File: src/rtl/fir_tap_loader.sv
// Coefficient loader: takes NTAPS coefficients from a valid-qualified stream,
// forwards each to a tap chain one cycle later, and tracks count, sum and timeout.
module fir_tap_loader #(
  parameter int NTAPS   = 5,
  parameter int TW      = 12,
  parameter int TIMEOUT = 1024
) (
  input  logic                       i_clk,
  input  logic                       i_reset,
  input  logic                       i_start,
  input  logic                       i_valid,
  input  logic [TW-1:0]              i_coef,
  output logic                       o_ready,
  output logic                       o_tap_wr,
  output logic [TW-1:0]              o_tap,
  output logic                       o_busy,
  output logic                       o_done,
  output logic                       o_err,
  output logic [$clog2(NTAPS+1)-1:0] o_count,
  output logic [TW+7:0]              o_sum
);

  localparam int CW = $clog2(NTAPS + 1);
  localparam int IW = $clog2(TIMEOUT);
  localparam int SW = TW + 8;
  localparam logic [CW-1:0] LAST_CNT = CW'(NTAPS - 1);
  // Abort fires on the idle cycle that would bring the counter to TIMEOUT-1.
  localparam logic [IW-1:0] IDLE_LIM = IW'(TIMEOUT - 2);

  typedef enum logic [1:0] {
    S_IDLE = 2'd0,
    S_LOAD = 2'd1,
    S_FIN  = 2'd2
  } state_t;

  state_t          state_q, state_d;
  logic            ready_s, busy_s, accept_s;
  logic            tap_wr_q, tap_wr_d;
  logic [TW-1:0]   tap_q, tap_d;
  logic            done_q, done_d;
  logic            err_q, err_d;
  logic [CW-1:0]   count_q, count_d;
  logic [SW-1:0]   sum_q, sum_d;
  logic [IW-1:0]   idle_q, idle_d;

  assign accept_s = i_valid & ready_s;

  // State register
  always_ff @(posedge i_clk or posedge i_reset) begin
    if (i_reset) begin
      state_q <= S_IDLE;
    end else begin
      state_q <= state_d;
    end
  end

  // Next-state logic
  always_comb begin
    state_d = state_q;
    case (state_q)
      S_IDLE: begin
        if (i_start) state_d = S_LOAD;
        else         state_d = S_IDLE;
      end
      S_LOAD: begin
        if (accept_s && (count_q == LAST_CNT))      state_d = S_FIN;
        else if (!accept_s && (idle_q == IDLE_LIM)) state_d = S_IDLE;
        else                                        state_d = S_LOAD;
      end
      S_FIN:   state_d = S_IDLE;
      default: state_d = S_IDLE;
    endcase
  end

  // State-decoded outputs
  always_comb begin
    ready_s = 1'b0;
    busy_s  = 1'b0;
    case (state_q)
      S_IDLE: begin
        ready_s = 1'b0;
        busy_s  = 1'b0;
      end
      S_LOAD: begin
        ready_s = 1'b1;
        busy_s  = 1'b1;
      end
      S_FIN: begin
        ready_s = 1'b0;
        busy_s  = 1'b1;
      end
      default: begin
        ready_s = 1'b0;
        busy_s  = 1'b0;
      end
    endcase
  end

  // Datapath next values; an accept always wins over a timeout
  always_comb begin
    tap_wr_d = accept_s;
    tap_d    = accept_s ? i_coef : tap_q;
    done_d   = (state_q == S_FIN);
    err_d    = err_q;
    count_d  = count_q;
    sum_d    = sum_q;
    idle_d   = idle_q;
    if ((state_q == S_IDLE) && i_start) begin
      err_d   = 1'b0;
      count_d = {CW{1'b0}};
      sum_d   = {SW{1'b0}};
      idle_d  = {IW{1'b0}};
    end else if (accept_s) begin
      count_d = count_q + 1'b1;
      sum_d   = sum_q + {8'd0, i_coef};
      idle_d  = {IW{1'b0}};
    end else if (state_q == S_LOAD) begin
      idle_d = idle_q + 1'b1;
      if (idle_q == IDLE_LIM) err_d = 1'b1;
      else                    err_d = err_q;
    end else begin
      idle_d = idle_q;
    end
  end

  // Datapath registers
  always_ff @(posedge i_clk or posedge i_reset) begin
    if (i_reset) begin
      tap_wr_q <= 1'b0;
      tap_q    <= {TW{1'b0}};
      done_q   <= 1'b0;
      err_q    <= 1'b0;
      count_q  <= {CW{1'b0}};
      sum_q    <= {SW{1'b0}};
      idle_q   <= {IW{1'b0}};
    end else begin
      tap_wr_q <= tap_wr_d;
      tap_q    <= tap_d;
      done_q   <= done_d;
      err_q    <= err_d;
      count_q  <= count_d;
      sum_q    <= sum_d;
      idle_q   <= idle_d;
    end
  end

  assign o_ready  = ready_s;
  assign o_busy   = busy_s;
  assign o_tap_wr = tap_wr_q;
  assign o_tap    = tap_q;
  assign o_done   = done_q;
  assign o_err    = err_q;
  assign o_count  = count_q;
  assign o_sum    = sum_q;

endmodule

File: config.mk
export PLATFORM = sky130hd
export DESIGN_NAME = fir_tap_loader
export DESIGN_NICKNAME = d
export VERILOG_FILES = /design/src/rtl/fir_tap_loader.sv
export SDC_FILE = /design/constraint.sdc
export NUM_CORES = 1
export LEC_CHECK = 0
export ABC_AREA = 1
export BUFFER_PORTS_ARGS = -buffer_cell sky130_fd_sc_hd__buf_2
export CORE_MARGIN = 5
export CORE_UTILIZATION = 60
export CTS_CLUSTER_SIZE = 10
export DETAILED_ROUTE_END_ITERATION = 16
export PLACE_DENSITY = 0.85
export REMOVE_ABC_BUFFERS = 1
export SKIP_CTS_REPAIR_TIMING = 1
export SYNTH_ARGS = -nofsm -noshare
export SYNTH_HDL_FRONTEND = slang
export SYNTH_SLANG_ARGS = --single-unit
File: constraint.sdc
create_clock -name i_clk -period 4.2 [get_ports i_clk]
set_clock_uncertainty 0.05 [all_clocks]
set_input_delay 0.42 -clock i_clk [delete_from_list [all_inputs] [get_ports i_clk]]
set_output_delay 0.42 -clock i_clk [all_outputs]
set_load 0.01 [all_outputs]
* After elaboration in Yosys (flattened, before gate mapping)
Cells that the tools add are included.
** Cells by class
- $add $sub $neg :: 3
- $mul :: 0
- Divide/modulo/power cells :: 0
- Order comparisons :: 0
- Equal/unequal tests :: 5
- Shifts and indexed selects :: 0
- Mux-type cells :: 17
- Bitwise logic cells :: 1
- Reductions and logical operators :: 11
** Operator list (number)
- 20-bit 2-to-1 mux :: 2
- 10-bit 2-to-1 mux :: 3
- 20-bit by 12-bit adder with 20-bit output :: 1
- 10-bit by 1-bit adder with 10-bit output (second input constant) :: 1
- 10-bit equality test (second input constant) :: 1
- 1-bit 2-to-1 mux :: 8
- 3-bit 2-to-1 mux :: 2
- 2-bit nonzero test :: 3
- 2-bit case mux with 2 select lines :: 1
- 3-bit by 1-bit adder with 3-bit output (second input constant) :: 1
- 3-bit equality test (second input constant) :: 1
- 1-bit logical AND :: 3
- 3-bit AND reduction :: 1
- 3-bit nonzero test :: 1
- 2-bit by 1-bit equality test with 1-bit output (second input constant) :: 1
- 2-bit equality test (second input constant) :: 1
- 2-bit zero test :: 1
- 2-bit 2-to-1 mux :: 1
- 2-bit by 1-bit != test with 1-bit output (second input constant) :: 1
- 2-bit OR reduction :: 1
- 1-bit bitwise AND :: 1
- 1-bit zero test :: 1
** Storage, ports and cells
- Bits in registers :: 50
- Latch bits :: 0
- RAM bits :: 0
- ROM bits :: 0
- Output and inout bits :: 40
- Logic and storage cells :: 45
- Memories kept :: 0

* Logic depth before layout (Yosys ltp)
Gate-level depths: netlist of run 1.
- Word-level depth :: 8
- Gate-level depth with buffers :: 12
- Depth with buffers taken out :: 12

* Worst setup path before layout of run 1
No wires, ideal clock.
- Path type :: register -> register
- Start point :: register sum_q[0], in the netlist o_sum[0]
- End point :: register sum_q[12], in the netlist o_sum[12]
- Data arrival time :: 1611 ps
- Required time :: 4031 ps
- Setup slack :: 2420 ps
- Stages on the path, launching flop included :: 12
- Path buffers :: 0
- Cells stage by stage :: dfrtp_1 ha_1 inv_1 fa_1 inv_1 nand3_1 nand3_1 nand3_1 nand3_1 nand3_1 nand2_1 nor2_1
** Between the ends
- Longest elaborated chain between the ends :: 3
** Ends and longest elaborated chain
- start, declared :: line 43 : logic [SW-1:0] sum_q, sum_d;
- start signal, assigned :: line 134 : sum_q <= {SW{1'b0}};
- start signal, assigned :: line 142 : sum_q <= sum_d;
- 20-bit by 12-bit adder with 20-bit output :: line 115 : sum_d = sum_q + {8'd0, i_coef};
- 20-bit 2-to-1 mux :: line 113 : end else if (accept_s) begin
- 20-bit 2-to-1 mux :: line 108 : if ((state_q == S_IDLE) && i_start) begin
No other way between the ends. The select of a mux whose other input is x is not followed.
A chain may end at the register's enable or synchronous reset.

* Worst setup path after layout of run 1
- Start point :: register state_q[0]
- End point :: register idle_q[6]
** Between the ends
- Longest elaborated chain between the ends :: 5
- Elaborated cells on any way between the ends :: 8
- Classes of those cells :: eq/ne: 1; mux: 3; bitwise: 1; reduce/logical: 3
** Ends and longest elaborated chain
- start, declared :: line 36 : state_t state_q, state_d;
- start signal, assigned :: line 53 : state_q <= state_d;
- 2-bit by 1-bit equality test with 1-bit output :: line 79, 117
- 1-bit 2-to-1 mux :: line 79 : case (state_q)
- 1-bit bitwise AND :: line 46 : assign accept_s = i_valid & ready_s;
- 10-bit 2-to-1 mux :: line 113
- 10-bit 2-to-1 mux :: line 108
- end signal, assigned :: line 135 : idle_q <= {IW{1'b0}};
- end signal, assigned :: line 143 : idle_q <= idle_d;
- end, declared :: line 44 : logic [IW-1:0] idle_q, idle_d;
Several ways; a longest one is shown, not always the timed one.

==> run metrics, run 1 <==
fin. max-slew vios=0; Synth area leaders=dfrtp_1 42%, nand2_1 18%, ha_1 8.0%, inv_1 6.3%, a21oi_1 4.2%; setup TNS=0 ps; chip width=80.6 um; VDD IR max=428 uV; R2R setup slack=roughly 2000 ps; initial antenna violation count=0; number of instances in the placed design=just over 500; nature of the critical path endpoint=flip-flop; first-pass GRT wire length=11800 um; Worst R2R Start=state_q[0]$_DFF_PP0_; clock sink total=50; Fillers=approximately 400; largest family of logic cells by synthesized area=simple AND/OR/NAND/NOR gates; Final Util=0.715; worst skew pair latency=310 ps; post-synthesis compound-gate area fraction=0.0829; share of Yosys cell area claimed by the top area cell type=0.419; Reg area=1250 um^2; Setup-failing EPs final=0; 1st-pass router iterations=5; Area after DPL=3310 um^2; area taken by multi-input logic gates=1500 um^2; register bit total from synthesis=50; Critical Path AT=2420 ps; DIE AREA=6490 um^2; Tmin final=2250 ps; DRC viols=0; largest area contributor in the netlist=dfrtp_1; Design Area, Final=3420 um^2; pwr dens=618 nW/um^2; Worst Path Required=4370 ps; vias per cell=5.23; mux share of post-synthesis cell area=0; WL/cell=13.4 um; Min Hold Slack=269 ps; actual slew at the worst max-slew pin=just over 1000 ps; warnings from Yosys=0; row count=25; I/O Buffers=55; xor and xnor fraction of the mapped netlist area=0.00879; largest net degree at the start of global routing=51; Place WS=1970 ps; status=finished, final reports clean; Mapped Cells=roughly 400; initial core utilization=0.625; hpwl dp=between 5000 and 6000 um; Final period util=0.536; clk root buf=clkbuf_8; Rel. slew slack=0.318; GRT Residual Overflow=0; crit start category=flip-flop; vias in the first global route=~2700; Final Non-Filler Cells=between 500 and 600; Clock transition at path regs=100 ps; area grow syn2layout=14.5%; Routability Congestion=between 0.9 and 1; RSZ-0062 raised after global routing=false; DRT Wirelength=around 7000 um; clk buf depth=2; Synth Cell Area=2990 um^2; Synth Area in Adders=0.0862; CORE AREA=~4800 um^2; Total GRT Usage=0.232; register area share after synthesis=0.419; die height=between 80 and 90 um; layout cells sized above 1=0.176; Final nets=490; Final Power=2.12 mW; H-Tree Depth=2; WS Path Type=flip-flop to flip-flop; Antenna Violating Nets Remaining=0; Critical Path Start=state_q[0]$_DFF_PP0_; Fin. Hold Viols=0; Hold Path Origin=i_coef[0]; final worst slack=about 1900 ps; fmax=between 400 and 500 MHz; CTS tree=yes; First DRT Iteration DRCs=between 100 and 150; Max-cap violations=0; leakage=1.94 nW; Simple-Gate Fraction of Synth Area=0.324; worst min-delay path category=input pin to flip-flop; count of cell types in the netlist=32; syn_area_per_cell=7.51 um^2; TritonCTS buffer count=5; Inserted Diodes=0; routed vias=2728; crit-path max FO=21; I/O pin cnt=56
==> cell type report <==
class	count	share of cell area
Multi-Input combinational cell	288	0.438
Sequential cell	50	0.365
Timing Repair Buffer	55	0.0804
Inverter	54	0.0592
Tap cell	67	0.0245
Clock buffer	6	0.0212
Clock inverter	2	0.0110
==> routing by layer <==
| metal | track usage | vias up | share of wire | wire length, um |
|---|---|---|---|---|
| li1 | - | 1369 | - | - |
| met1 | 0.275 | 1284 | 0.42 | 2950 |
| met2 | 0.418 | 64 | 0.52 | 3640 |
| met3 | 0.0437 | 11 | 0.045 | 317 |
| met4 | 0.0743 | 0 | 0.013 | 91 |
| met5 | 0 | - | 0 | 0 |
==> cell usage after synthesis, drive strengths merged <==
cell type / number
nand2: 148
o32ai: 1
nor3: 6
clkbuf: 1
or2: 1
nor2: 29
nand3: 25
dfrtp: 50
inv: 54
o21a: 3
buf: 5
xor2: 2
a22o: 1
ha: 19
and2: 1
nand3b: 4
nor3b: 1
o22ai: 2
o21ai: 14
a21oi: 25
nor4: 1
nand4: 2
nor4b: 1
xnor2: 1
fa: 1
==> critical path, stage by stage, from the launching register on <==
cell and delay [ps]:
dfrtp_1 400, ha_1 290, nand2_2 440, nand2_1 230, inv_2 330, nand2_1 140, o32ai_1 280
==> cells in the final DEF (no fill, tap or decap), types with 2 or more instances in the layout <==
cell type	instances
o21a_1	3
nand4_1	2
inv_1	49
xor2_1	2
nor2_4	3
nand3b_1	4
inv_2	5
nor2_1	25
clkbuf_8	5
nand2_1	144
nand3_1	24
ha_1	19
dfrtp_1	50
nor3_1	6
a21oi_1	25
buf_2	55
o21ai_0	14
nand2_2	3
o22ai_1	2
==> sequential cells by signal, summed over array words and instances (netlist names) <==
name and count:
o_done 1, o_tap 12, o_sum 20, idle_q 10
state_q 2, o_tap_wr 1, o_count 3, o_err 1
==> path summary, 6_finish.rpt <==
check / to / cells past startpoint
worst min register to register: o_tap[3]$_DFFE_PP0P_ / 2
worst max register to register: idle_q[6]$_DFFE_PP0P_ / 6
max in group asynchronous: o_tap[4]$_DFFE_PP0P_ / 2
worst min-delay path: o_tap[0]$_DFFE_PP0P_ / 3
worst max-delay path: idle_q[6]$_DFFE_PP0P_ / 6
min in group asynchronous: idle_q[2]$_DFFE_PP0P_ / 2
==> cell families after synthesis <==
kind of cell | Yosys count
compound gates | 46
xor+xnor | 3
simple gates | 219
flops | 50
fa+ha+maj | 20
buf+inv | 60
==> power breakdown <==
part	switching, mW	leakage (nW)	internal [mW]
Clock	0.164	0.0514	0.178
Combinational	0.663	1.24	0.368
Sequential	0.118	0.649	0.626
Total	0.945	1.94	1.17
Power figures use the tool's default switching activity.
==> run 2: changes to the inputs <==
ABC_AREA = 0   (was 1)
CORE_UTILIZATION = 56   (was 60)
PLACE_DENSITY = 0.8   (was 0.85)
clock period = 2.3 ns   (was 4.2 ns; I/O delays follow)
==> run metrics, run 2 <==
CP max stage delay=390 ps (-50 ps); nature of the critical path endpoint=flip-flop; fin. max-slew vios=0 (unchanged); syn_area_per_cell=9.23 um^2 (+23%); largest area contributor in the netlist=dfrtp_1; vias in the first global route=2624 (-2.6%); layout cells sized above 1=0.254 (+0.0780); clk root buf=clkbuf_8; worst min-delay path category=input pin to flip-flop; most frequent cells in the layout=62 x nand2_1, 55 x buf_2, 50 x dfrtp_1; warnings from Yosys=0 (unchanged); First DRT Iteration DRCs=217 (+76%); Clock power frac=0.144 (-0.017); WL/cell=15.6 um (+16%); max reg flops=20 (unchanged); Inserted Diodes=0 (unchanged); Setup-failing EPs final=0 (unchanged); Fin. Hold Viols=0 (unchanged); TritonCTS buffer count=5 (unchanged); switch share=0.435 (-0.0109); DIE AREA=7030 um^2 (+8.3%); Worst Path Required=2450 ps (-1920 ps); row count=26 (+4.0%); WS Path Type=flip-flop to flip-flop; chip width=83.9 um (+4.1%); crit start category=flip-flop; Rel. slew slack=0.719 (+0.400); most common cell after layout, fill and taps aside=nand2_1; count of cell types in the netlist=57 (+78%); worst skew pair latency=300 ps (about the same); final worst slack=47.2 ps (-1900 ps); Antenna Violating Nets Remaining=0 (unchanged); Final Non-Filler Cells=464 (-11%); Post-synth top cells=62 x nand2_1, 50 x dfrtp_1, 27 x a21oi_1; Design Area, Final=3580 um^2 (+4.7%); initial antenna violation count=0 (unchanged); Final nets=429 (-12%); die height=83.9 um (+4.1%); RSZ-0062 raised after global routing=true; number of instances in the placed design=450 (-12%); VDD IR max=688 uV (+61%); Clock transition at path regs=90 ps (about the same); CTS tree=yes; I/O pin cnt=56 (unchanged); I/O Buffers=55 (unchanged); register area share after synthesis=0.410 (-0.00908); clk buf depth=2 (unchanged); asr flop ratio synth=1.00 (unchanged); Max-cap violations=0 (unchanged); internal power=2.43 mW (+110%); Total GRT Usage=0.214 (-0.0181); share of Yosys cell area claimed by the top area cell type=0.410 (-0.00908); register bit total from synthesis=50 (unchanged); worst path bufs/invs=2 (+1); hpwl dp=5290 um (+2.2%); fmax=444 MHz (about the same); delay-heaviest family, CP=adder cells; clock sink total=50 (unchanged); status=finished, final reports clean; DRT Wirelength=7230 um (+3.3%); first-pass GRT wire length=12600 um (+6.4%); Synth area leaders=dfrtp_1 41%, ha_1 7.8%, nand2_1 7.6%, a21oi_1 4.4%, nor4b_1 2.6%; Area after DPL=3420 um^2 (+3.1%); H-Tree Depth=2 (unchanged); Synth Cell Area=3060 um^2 (+2.2%); Seq pwr share=0.325 (-0.027); GRT Residual Overflow=0 (unchanged); Mapped Cells=331 (-17%); largest net degree at the start of global routing=31 (-39%); area grow syn2layout=17.3%; Tmin final=2250 ps (+2.20 ps); routed vias=2686 (-1.5%); actual slew at the worst max-slew pin=421 ps (-600 ps); Place WS=-21.2 ps (-1990 ps); vias per cell=5.79 (+11%); Switch Pwr=1.88 mW (+99%); EDFF count, synth=0 (unchanged); Fillers=420 (+3.2%); leakage=1.74 nW (-11%); DRC viols=0 (unchanged); Critical Path AT=2410 ps (about the same); pwr dens=1200 nW/um^2 (+95%); initial core utilization=0.587 (-0.0376); Min Hold Slack=84.0 ps (-185 ps); Routability Congestion=0.838 (-7.0%); Combinational Power Share=0.531 (+0.044); Final period util=0.979 (+0.444); CORE AREA=5200 um^2 (+8.8%); 1st-pass router iterations=4 (-1); critical-path cell with the highest stage delay=dfrtp_1; crit-path max FO=5 (-76%); Most used DFF post-synth=dfrtp_1; cell with the most instances after synthesis=nand2_1; Final Power=4.31 mW (+100%); crit path cell chain=ha_2 -> inv_2 -> fa_2 -> and2b_2 -> o2111ai_4 -> a211oi_4 -> buf_4 -> nor4_2 -> nor4_1
-- run 2: final cells by class --
type	count	area, um^2	share of cell area
clock buffers	6	72.6	0.0202
repair buffers	70	390	0.109
clock inverters	2	37.5	0.0105
flip-flops and latches	50	1250	0.349
multi-input cells	255	1700	0.475
inverters	11	41.3	0.0115
well taps	70	87.6	0.0244
-- run 2: worst paths after layout --
| kind | to | cells after the start | slack (ps) | startpoint |
|---|---|---|---|---|
| max in group asynchronous | o_tap[9]$_DFFE_PP0P_ | 4 | 1420 | i_reset |
| max reg2reg | o_sum[16]$_DFFE_PP0P_ | 9 | 50 | o_sum[0]$_DFFE_PP0P_ |
| min | o_tap[8]$_DFFE_PP0P_ | 3 | 80 | i_coef[8] |
| min in group asynchronous | o_tap[2]$_DFFE_PP0P_ | 4 | 450 | i_reset |
| max | o_sum[16]$_DFFE_PP0P_ | 9 | 50 | o_sum[0]$_DFFE_PP0P_ |
| min reg2reg | o_tap[2]$_DFFE_PP0P_ | 2 | 430 | o_tap[2]$_DFFE_PP0P_ |
-- run 2: cell families (layout without fill, tap and decap cells) --
group	count (synthesis)	count (layout)	share of synthesized area
flops	50	50	0.410
buf+inv	26	89	0.0364
fa+ha+maj	20	20	0.0844
simple gates	149	149	0.258
mux	2	2	0.00655
xor+xnor	11	11	0.0315
compound gates	73	73	0.174
-- run 2: per-stage QoR --
step / utilization / setup TNS, ps
after global placement: 0.656 / 0
after floorplan: - / -133
after CTS: 0.677 / -98.1
after detailed placement: 0.656 / -21.2
after global routing: 0.689 / -104
final: 0.689 / 0
-- run 2: worst reg2reg max path, stage by stage, from the launching register on --
cell and delay (ps):
dfrtp_1 390, ha_2 220, inv_2 40, fa_2 320, and2b_2 260, o2111ai_4 190, a211oi_4 320, buf_4 160
nor4_2 30, nor4_1 170
-- run 2: power by group through the flow --
stage | clock network, mW | registers (mW) | logic (mW)
3_5_place_dp | 0 | 1.42 | 2.26
4_1_cts | 0.633 | 1.40 | 2.27
3_3_place_gp | 0 | 1.40 | 2.19
2_1_floorplan | 0 | 1.50 | 1.45
6_report | 0.621 | 1.40 | 2.29
5_1_grt | 0.669 | 1.44 | 2.55
-- run 2: layer usage --
metal	GRT usage	wire length (um)	up-vias
met5	0	0	-
met4	0.0570	77	0
met3	0.0326	372	8
met2	0.373	3670	70
met1	0.275	3120	1302
li1	-	-	1306
==> run 3: changes to the inputs <==
GPL_TIMING_DRIVEN = 0   (was unset)
==> run metrics, run 3 (synthesized netlist as in run 2, its figures left out) <==
largest net degree at the start of global routing=43 (+39%); TritonCTS buffer count=5 (unchanged); actual slew at the worst max-slew pin=593 ps (+172 ps); Total GRT Usage=0.207 (-0.00630); crit-path max FO=5 (unchanged); First DRT Iteration DRCs=144 (-34%); I/O Buffers=55 (unchanged); fin. max-slew vios=0 (unchanged); clk buf depth=2 (unchanged); layout cells sized above 1=0.258 (+0.00459); routed vias=2650 (-1.3%); H-Tree Depth=2 (unchanged); DRC viols=0 (unchanged); Design Area, Final=3590 um^2 (+0.21%); setup TNS=0 ps (unchanged); vias per cell=5.80 (+0.17%); Hold Path Origin=i_coef[3]; R2R depth=9 (unchanged); Final period util=0.985 (+0.00561); I/O pin cnt=56 (unchanged); Final Util=0.690 (+0.00144); Min Hold Slack=85.2 ps (+1.20 ps); DIE AREA=7030 um^2 (unchanged); Antenna Violating Nets Remaining=0 (unchanged); most frequent cells in the layout=61 x nand2_1, 55 x buf_2, 50 x dfrtp_1; R2R setup slack=30 ps (about the same); VDD IR max=811 uV (+18%); CORE AREA=5200 um^2 (unchanged); end of the worst hold path=o_tap[3]$_DFFE_PP0P_; vias in the first global route=2652 (+1.1%); Final nets=422 (-1.6%); clk root buf=clkbuf_8; most common cell after layout, fill and taps aside=nand2_1; Clock transition at path regs=90 ps (about the same); 1st-pass router iterations=4 (unchanged); pwr dens=1210 nW/um^2 (+0.18%); die height=83.9 um (unchanged); crit start category=flip-flop; Fin. Hold Viols=0 (unchanged); number of instances in the placed design=442 (-1.8%); Rel. slew slack=0.605 (-0.114); row count=26 (unchanged); Worst R2R Start=o_sum[0]$_DFFE_PP0P_; Inserted Diodes=0 (unchanged); Area after DPL=3370 um^2 (-1.4%); Place WS=-949 ps (-928 ps); hpwl dp=4970 um (-6.2%); WS Path Type=flip-flop to flip-flop; max reg flops=20 (unchanged); FF-to-FF End=o_sum[12]$_DFFE_PP0P_; Critical Path AT=2420 ps (about the same); first-pass GRT wire length=12200 um (-3.2%); leakage=1.72 nW (-0.98%); worst min-delay path category=input pin to flip-flop; GRT Residual Overflow=0 (unchanged); Worst Path Required=2460 ps (about the same); Final Non-Filler Cells=457 (-1.5%); nature of the critical path endpoint=flip-flop; status=finished, final reports clean; area grow syn2layout=17.6%; WL/cell=15.7 um (+0.72%); chip width=83.9 um (unchanged); RSZ-0062 raised after global routing=true; Final Power=4.33 mW (+0.39%); Setup-failing EPs final=0 (unchanged); Tmin final=2270 ps (+12.9 ps); Routability Congestion=0.814 (-2.8%); initial core utilization=0.587 (unchanged); final worst slack=34.3 ps (-12.9 ps); CTS tree=yes; worst hold path stage count=3 (unchanged); fmax=441 MHz (-0.57%); initial antenna violation count=0 (unchanged); Max-cap violations=0 (unchanged); DRT Wirelength=7180 um (-0.80%); clock sink total=50 (unchanged); worst skew pair latency=300 ps (about the same)
run 3: critical path, stage by stage (launching register included):
cell and delay [ps]:
dfrtp_1 370, ha_2 190, inv_1 60, fa_2 340, and2b_2 270, o2111ai_4 200, a211oi_4 340, buf_4 170
nor4_2 30, nor4_2 150
run 3: layout make-up:
type	instances	area [um^2]
Tap cell	70	87.6
Sequential cell	50	1250
Fill cell	402	1610
Clock inverter	3	40.0
Inverter	11	48.8
Multi-Input combinational cell	255	1750
Clock buffer	5	68.8
Timing Repair Buffer	63	350
run 3: power by group:
part           internal [mW]  switching [mW]
Combinational          0.939            1.38
Clock                  0.321           0.297
Sequential              1.16           0.236
run 3: per-layer routing:
layer / track usage / vias to the layer above / share of wire
met5: 0 / - / 0
met4: 0.0673 / 0 / 0.0064
met3: 0.0415 / 6 / 0.037
met2: 0.352 / 61 / 0.51
met1: 0.264 / 1287 / 0.45
li1: - / 1296 / -
run 3: worst max-delay path by stage:
stage,from,end,slack [ps],cells past startpoint
2_1_floorplan,state_q[1]$_DFF_PP0_,o_sum[13]$_DFFE_PP0P_,-130,7
3_3_place_gp,state_q[1]$_DFF_PP0_,o_sum[13]$_DFFE_PP0P_,-800,7
3_5_place_dp,state_q[1]$_DFF_PP0_,o_sum[13]$_DFFE_PP0P_,-950,7
4_1_cts,state_q[1]$_DFF_PP0_,o_sum[13]$_DFFE_PP0P_,-980,7
5_1_grt,state_q[1]$_DFF_PP0_,o_sum[19]$_DFFE_PP0P_,-40,7
6_report,o_sum[0]$_DFFE_PP0P_,o_sum[12]$_DFFE_PP0P_,30,9
